==> src/rtl/trigger_frame_gen.sv <==
// Multi-channel trigger frame generator: idle frames by default, BURST_LEN trigger frames per serviced event.
// Optional CRC8 over bytes [1]..[3+P] when TRIGGER_FRAME_CRC8_EN is defined (CRC byte fixed at 0x00 otherwise).
module trigger_frame_gen #(
  parameter int         NUM_CH        = 4,
  parameter int         PAYLOAD_BYTES = 4,
  parameter int         BURST_LEN     = 256,
  parameter logic [7:0] SOP           = 8'h3C,
  parameter logic [7:0] EOP           = 8'hBC,
  parameter logic [7:0] CTRL_BASE     = 8'h30
) (
  input  logic                                      clk,
  input  logic                                      reset,
  input  logic [NUM_CH-1:0]                         trigger_in,
  input  logic                                      tx_ready,
  output logic                                      tx_valid,
  output logic [7:0]                                tx_data,
  output logic                                      tx_sop,
  output logic                                      tx_eop,
  output logic                                      is_trigger,
  output logic [(NUM_CH > 1 ? $clog2(NUM_CH) : 1)-1:0] active_ch,
  output logic [NUM_CH-1:0]                         overrun
);
  localparam int FL    = PAYLOAD_BYTES + 6;
  localparam int IDX_W = $clog2(FL);
  localparam int CH_W  = (NUM_CH > 1) ? $clog2(NUM_CH) : 1;
  localparam int TS_W  = 8 * PAYLOAD_BYTES;
  localparam logic [IDX_W-1:0] LAST_IDX = IDX_W'(FL - 1);
  localparam logic [IDX_W-1:0] CRC_IDX  = IDX_W'(FL - 2);
  localparam logic [IDX_W-1:0] CRC_LAST = IDX_W'(FL - 3);
  localparam logic [7:0]       SEQ_LAST = 8'(BURST_LEN - 1);

  typedef enum logic [1:0] {ST_IDLE, ST_WAIT, ST_TRIG} state_t;

  state_t            state_reg;
  logic              tx_valid_reg;
  logic [IDX_W-1:0]  idx_reg;
  logic              is_trig_reg;
  logic [CH_W-1:0]   active_ch_reg;
  logic [7:0]        seq_reg;
  logic [TS_W-1:0]   burst_ts_reg;
  logic [TS_W-1:0]   ts_cnt_reg;
  logic [NUM_CH-1:0] trig_hist_reg;
  logic [NUM_CH-1:0] pending_reg;
  logic [NUM_CH-1:0] overrun_reg;
  logic [TS_W-1:0]   ts_reg [NUM_CH];

  logic [NUM_CH-1:0] pending_next;
  logic [NUM_CH-1:0] overrun_next;
  logic [NUM_CH-1:0] ts_load;
  logic [NUM_CH-1:0] trig_edge;
  logic [CH_W-1:0]   sel_ch;
  logic [7:0]        crc_byte;
  logic [7:0]        data_next;
  logic              accept;
  logic              frame_done;
  logic              burst_last;
  logic              burst_start;

  assign accept      = tx_valid_reg && tx_ready;
  assign frame_done  = accept && (idx_reg == LAST_IDX);
  assign burst_last  = (seq_reg == SEQ_LAST);
  assign burst_start = frame_done && ((state_reg == ST_WAIT) ||
                       ((state_reg == ST_TRIG) && burst_last && (|pending_reg)));
  assign trig_edge   = trigger_in & ~trig_hist_reg;

  always_comb begin
    sel_ch = '0;
    for (int i = NUM_CH - 1; i >= 0; i--) begin
      if (pending_reg[i]) sel_ch = CH_W'(i);
    end
  end

  // A pending bit being cleared by this cycle's burst start no longer counts as pending,
  // so an edge arriving on that same cycle is a fresh event rather than an overrun.
  generate
    for (genvar gi = 0; gi < NUM_CH; gi++) begin : g_ch
      logic still_pending;
      assign still_pending    = pending_reg[gi] && !(burst_start && (sel_ch == CH_W'(gi)));
      assign pending_next[gi] = trig_edge[gi] || still_pending;
      assign overrun_next[gi] = overrun_reg[gi] || (trig_edge[gi] && still_pending);
      assign ts_load[gi]      = trig_edge[gi] && !still_pending;
    end
  endgenerate

  always_ff @(posedge clk) begin
    if (reset) begin
      tx_valid_reg  <= 1'b0;
      idx_reg       <= '0;
      state_reg     <= ST_IDLE;
      is_trig_reg   <= 1'b0;
      active_ch_reg <= '0;
      seq_reg       <= '0;
      burst_ts_reg  <= '0;
      ts_cnt_reg    <= '0;
      trig_hist_reg <= '1;
      pending_reg   <= '0;
      overrun_reg   <= '0;
      for (int i = 0; i < NUM_CH; i++) ts_reg[i] <= '0;
    end else begin
      tx_valid_reg  <= 1'b1;
      ts_cnt_reg    <= ts_cnt_reg + TS_W'(1);
      trig_hist_reg <= trigger_in;
      pending_reg   <= pending_next;
      overrun_reg   <= overrun_next;
      for (int i = 0; i < NUM_CH; i++) begin
        if (ts_load[i]) ts_reg[i] <= ts_cnt_reg;
      end
      if (accept) idx_reg <= frame_done ? '0 : idx_reg + IDX_W'(1);

      case (state_reg)
        ST_IDLE: if (|pending_reg) state_reg <= ST_WAIT;
        ST_WAIT: state_reg <= ST_WAIT;
        ST_TRIG: begin
          if (frame_done) begin
            if (!burst_last) begin
              seq_reg <= seq_reg + 8'd1;
            end else if (!(|pending_reg)) begin
              state_reg   <= ST_IDLE;
              is_trig_reg <= 1'b0;
            end
          end
        end
        default: state_reg <= ST_IDLE;
      endcase

      // Burst start snapshots the channel timestamp so a re-queued event cannot alter this burst.
      if (burst_start) begin
        state_reg     <= ST_TRIG;
        is_trig_reg   <= 1'b1;
        active_ch_reg <= sel_ch;
        seq_reg       <= '0;
        burst_ts_reg  <= ts_reg[sel_ch];
      end
    end
  end

`ifdef TRIGGER_FRAME_CRC8_EN
  logic [7:0] crc_reg;

  function automatic logic [7:0] crc8_step(input logic [7:0] crc, input logic [7:0] data);
    logic [7:0] r;
    r = crc ^ data;
    for (int b = 0; b < 8; b++) r = r[7] ? ((r << 1) ^ 8'h07) : (r << 1);
    return r;
  endfunction

  always_ff @(posedge clk) begin
    if (reset) begin
      crc_reg <= 8'h00;
    end else if (accept && (idx_reg != '0) && (idx_reg <= CRC_LAST)) begin
      crc_reg <= crc8_step(crc_reg, tx_data);
    end else if (frame_done) begin
      crc_reg <= 8'h00;
    end
  end

  assign crc_byte = crc_reg;
`else
  assign crc_byte = 8'h00;
`endif

  always_comb begin
    data_next = 8'h00;
    if (idx_reg == '0) begin
      data_next = SOP;
    end else if (idx_reg == LAST_IDX) begin
      data_next = EOP;
    end else if (idx_reg == CRC_IDX) begin
      data_next = crc_byte;
    end else if (is_trig_reg) begin
      if (idx_reg == IDX_W'(1)) data_next = seq_reg;
      if (idx_reg == IDX_W'(2)) data_next = CTRL_BASE | 8'(active_ch_reg);
      for (int k = 0; k < PAYLOAD_BYTES; k++) begin
        if (idx_reg == IDX_W'(4 + k)) data_next = burst_ts_reg[8*(PAYLOAD_BYTES-1-k) +: 8];
      end
    end
  end

  assign tx_valid   = tx_valid_reg;
  assign tx_data    = data_next;
  assign tx_sop     = (idx_reg == '0);
  assign tx_eop     = (idx_reg == LAST_IDX);
  assign is_trigger = is_trig_reg;
  assign active_ch  = active_ch_reg;
  assign overrun    = overrun_reg;
endmodule

==> config.mk <==
export PLATFORM = sky130hd
export DESIGN_NAME = trigger_frame_gen
export DESIGN_NICKNAME = d
export VERILOG_FILES = /design/src/rtl/trigger_frame_gen.sv
export SDC_FILE = /design/constraint.sdc
export NUM_CORES = 1
export LEC_CHECK = 0
export BUFFER_PORTS_ARGS = -buffer_cell sky130_fd_sc_hd__buf_4
export CAP_MARGIN = 0
export CORE_ASPECT_RATIO = 1.75
export CORE_MARGIN = 8
export CORE_UTILIZATION = 50
export DETAILED_ROUTE_END_ITERATION = 8
export PLACE_DENSITY = 0.66
export SYNTH_ARGS = -nofsm -noshare
export SYNTH_HDL_FRONTEND = slang
export SYNTH_SLANG_ARGS = --single-unit
==> constraint.sdc <==
create_clock -name clk -period 5.2 [get_ports clk]
set_input_delay 0.52 -clock clk [delete_from_list [all_inputs] [get_ports clk]]
set_output_delay 0.52 -clock clk [all_outputs]
set_load 0.005 [all_outputs]
==> impl_metrics.json <==
{
  "post-cts-setup-buffers": 0,
  "netlist_instances": 995,
  "die-area_sq_um": 26170,
  "combPwrFrac_pct": 7.1,
  "outcome": "completed",
  "ir_drop_v": 0.0001700,
  "synth_seq_cells": 222,
  "dpl_cell_area_sq_um": 10920,
  "p_leak_nw": 4.001,
  "cp_data_required_time_ns": 4.68,
  "drc": 0,
  "seq_power_share_pct": 51.1,
  "rsz0062_at_grt": "no",
  "core-area_sq_um": 20760,
  "pwr_density_cell_nw_per_um2": 325.3,
  "cts-hold-fix-buffers": 0,
  "vias_per_cell": 6.147,
  "endpoint_kind": "primary output",
  "critPathTopFamily": "simple AND/OR/NAND/NOR gates",
  "switchingPower_w": 0.0008401,
  "dpl.hpwl_mm": 18.46,
  "drv_slew": 0,
  "slowest_delay_ns": 0.79,
  "min_to": "trig_hist_reg[3]",
  "dieHeight_um": 208.1,
  "area_growth_pct": 10.20,
  "cap_violations": 0,
  "crit_arrival_ns": 3.24,
  "p_int_w": 0.002939,
  "ant_nets": 0,
  "gp_congestion": 0.8856,
  "layout.nets": 992,
  "clkSlewWorstSetupHoldPaths_ns": 0.07,
  "yosysWarningCount": 0,
  "fillers": 1775,
  "tritoncts": "done",
  "relSlewSlack_pct": 19.36,
  "cts_resized": 0,
  "drive_above_1_share_pct": 14.60,
  "max_freq_ghz": 0.2660,
  "crit_buf_inv": 1,
  "largest_reg_flops": 128,
  "synth_common_cells": "edfxtp_1, nand2_1, nor2_1",
  "worstHoldStart": "trigger_in[3]",
  "synth.distinct_cells": 62,
  "grt_max_degree": 54,
  "portBuffers": 24,
  "grtUsageTotal_pct": 21.00,
  "die_w_um": 125.8,
  "r2r_slack_ns": 1.47,
  "synth_top_area_share_pct": 36.47,
  "clkPwrFrac_pct": 41.8,
  "syn_area_sq_um": 10540,
  "tightest_slew_ns": 1.205,
  "wl_per_cell_um": 21.78,
  "finalCritPeriodShare_pct": 72.31,
  "path_class": "reg2out",
  "critPathLaunchType": "flip-flop",
  "n_antenna_cell": 0,
  "yosysSeqAreaShare_pct": 54.32,
  "r2r_end": "ts_reg[3][10]",
  "r2r_cells": 7,
  "worstPathMaxFanout": 20,
  "crit-reg2reg-launch": "idx_reg[0]",
  "slowest_stage": "nor4b_1",
  "skew_ns": 0.01847,
  "finalCriticalPeriod_ns": 3.760,
  "grt_overflow": 0,
  "cts.sink_count": 222,
  "synth.area.top_cells": "edfxtp_1, dfxtp_1, mux4_2, nand2_1, nor2_1",
  "finalPower_w": 0.003779,
  "finalWirelength_mm": 27.12,
  "syn_nets": 1008,
  "synth-edff-count": 128,
  "insertion_delay_ns": 0.50,
  "stdcell_area_sq_um": 11610,
  "cts_buffers": 21,
  "antenna_found_initial": 0,
  "synth_most_common_cell": "edfxtp_1",
  "hold_path.class": "in2reg",
  "post_synth.cell_area_avg_sq_um": 10.59,
  "ioPinCount": 25,
  "drtIter0Drc": 576,
  "synth_top_area_cell": "edfxtp_1",
  "rows": 70,
  "swShare_pct": 22.23,
  "min_path_cells": 2,
  "cts-root-buf": "clkbuf_16",
  "vias": 7653,
  "grt_pass1_vias": 7658,
  "cp_cell_sequence": "ha_1, nor4b_1, and2_1, o22ai_1, a2111oi_0, buf_4",
  "synth_flop_cell": "edfxtp_1",
  "postSynth.asyncResetShare_pct": 0,
  "finalSetupViolCount": 0,
  "hold_viol_final": 0,
  "grt_pass1_wl_mm": 43.69,
  "h-tree-depth": 1,
  "cts_buffer_depth": 3,
  "initial_core_util_pct": 50.78,
  "tns_ns": 0,
  "firstDrtPassIters": 5
}
-- worst max-delay path by stage --
stage	startpoint	to	slack, ns	cells past startpoint
3_5_place_dp	idx_reg[0]	ts_reg[3][13]	1.50	7
2_1_floorplan	idx_reg[0]	ts_reg[2][0]	0.96	7
5_1_grt	idx_reg[0]	ts_reg[2][13]	1.20	6
4_1_cts	idx_reg[0]	tx_data[1]	1.46	6
6_report	idx_reg[0]	tx_data[1]	1.44	6
3_3_place_gp	idx_reg[0]	ts_reg[2][1]	1.57	6
-- worst register-to-register path: stages (launching register included) --
cell and delay (ns):
dfxtp_1 0.43, ha_1 0.59, nand3b_1 0.40, o41ai_1 0.74
a31oi_4 0.06, buf_4 0.30, o21ai_4 0.60, buf_4 0.31
-- cells by family (layout without fill, tap and decap cells) --
logic type / after synthesis / after routing / synth area share [%]
AND/OR/NAND/NOR: 434 / 434 / 20.87
flip-flops: 222 / 222 / 54.32
AO/OA/AOI/OAI: 194 / 194 / 13.26
buffers and inverters: 93 / 91 / 3.573
multiplexers: 35 / 35 / 6.351
XOR/XNOR: 11 / 11 / 0.9140
adder cells (fa/ha/maj): 6 / 6 / 0.7122
-- power groups by stage --
stage / Clock [W] / Combinational, W / Sequential (W)
final: 0.00158 / 0.000268 / 0.00193
after global placement: 0 / 0.000268 / 0.00197
after CTS: 0.00161 / 0.000270 / 0.00193
after detailed placement: 0 / 0.000268 / 0.00197
after floorplan: 0 / 0.000185 / 0.00196
after global routing: 0.00167 / 0.000290 / 0.00193
-- area by class of cell --
class                   count  area (sq um)  share of cell area, %
flip-flops and latches    222          5725                  49.29
inverters                  14         52.55                 0.4524
clock inverters            11         151.4                  1.303
clock buffers              26         544.3                  4.686
repair buffers             40         300.3                  2.585
multi-input cells         680          4526                  38.96
well taps                 252         315.3                  2.715
-- cell usage in the layout, fill, tap and decap left out, types with 24 or more instances in the layout --
| cell | instances |
|---|---|
| mux4_2 | 25 |
| dfxtp_1 | 94 |
| o31ai_1 | 24 |
| o211ai_1 | 40 |
| buf_4 | 40 |
| a21oi_1 | 43 |
| nor2_1 | 94 |
| nand2_1 | 116 |
| a21bo_2 | 24 |
| nor3_1 | 42 |
| edfxtp_1 | 128 |
| nor2b_1 | 29 |
| nor3b_1 | 24 |
-- layer usage --
metal / vias up / track usage (%) / wire, um
met4: 0 / 8.177 / 939
met3: 52 / 2.177 / 1070
li1: 3653 / - / -
met2: 202 / 39.82 / 14910
met5: - / 0 / 0
met1: 3746 / 23.37 / 10200
-- through the flow --
step	util, %	hold slack, ns	worst slack, ns	cells
after floorplan	-	0.4333	0.9615	995
after global placement	52.60	0.4423	1.574	1208
after detailed placement	52.60	0.4541	1.505	1208
after CTS	55.96	0.2057	1.455	1245
after global routing	55.96	0.2174	1.201	1245
final	55.96	0.2227	1.440	1245
(Power assumes the default switching activity.)
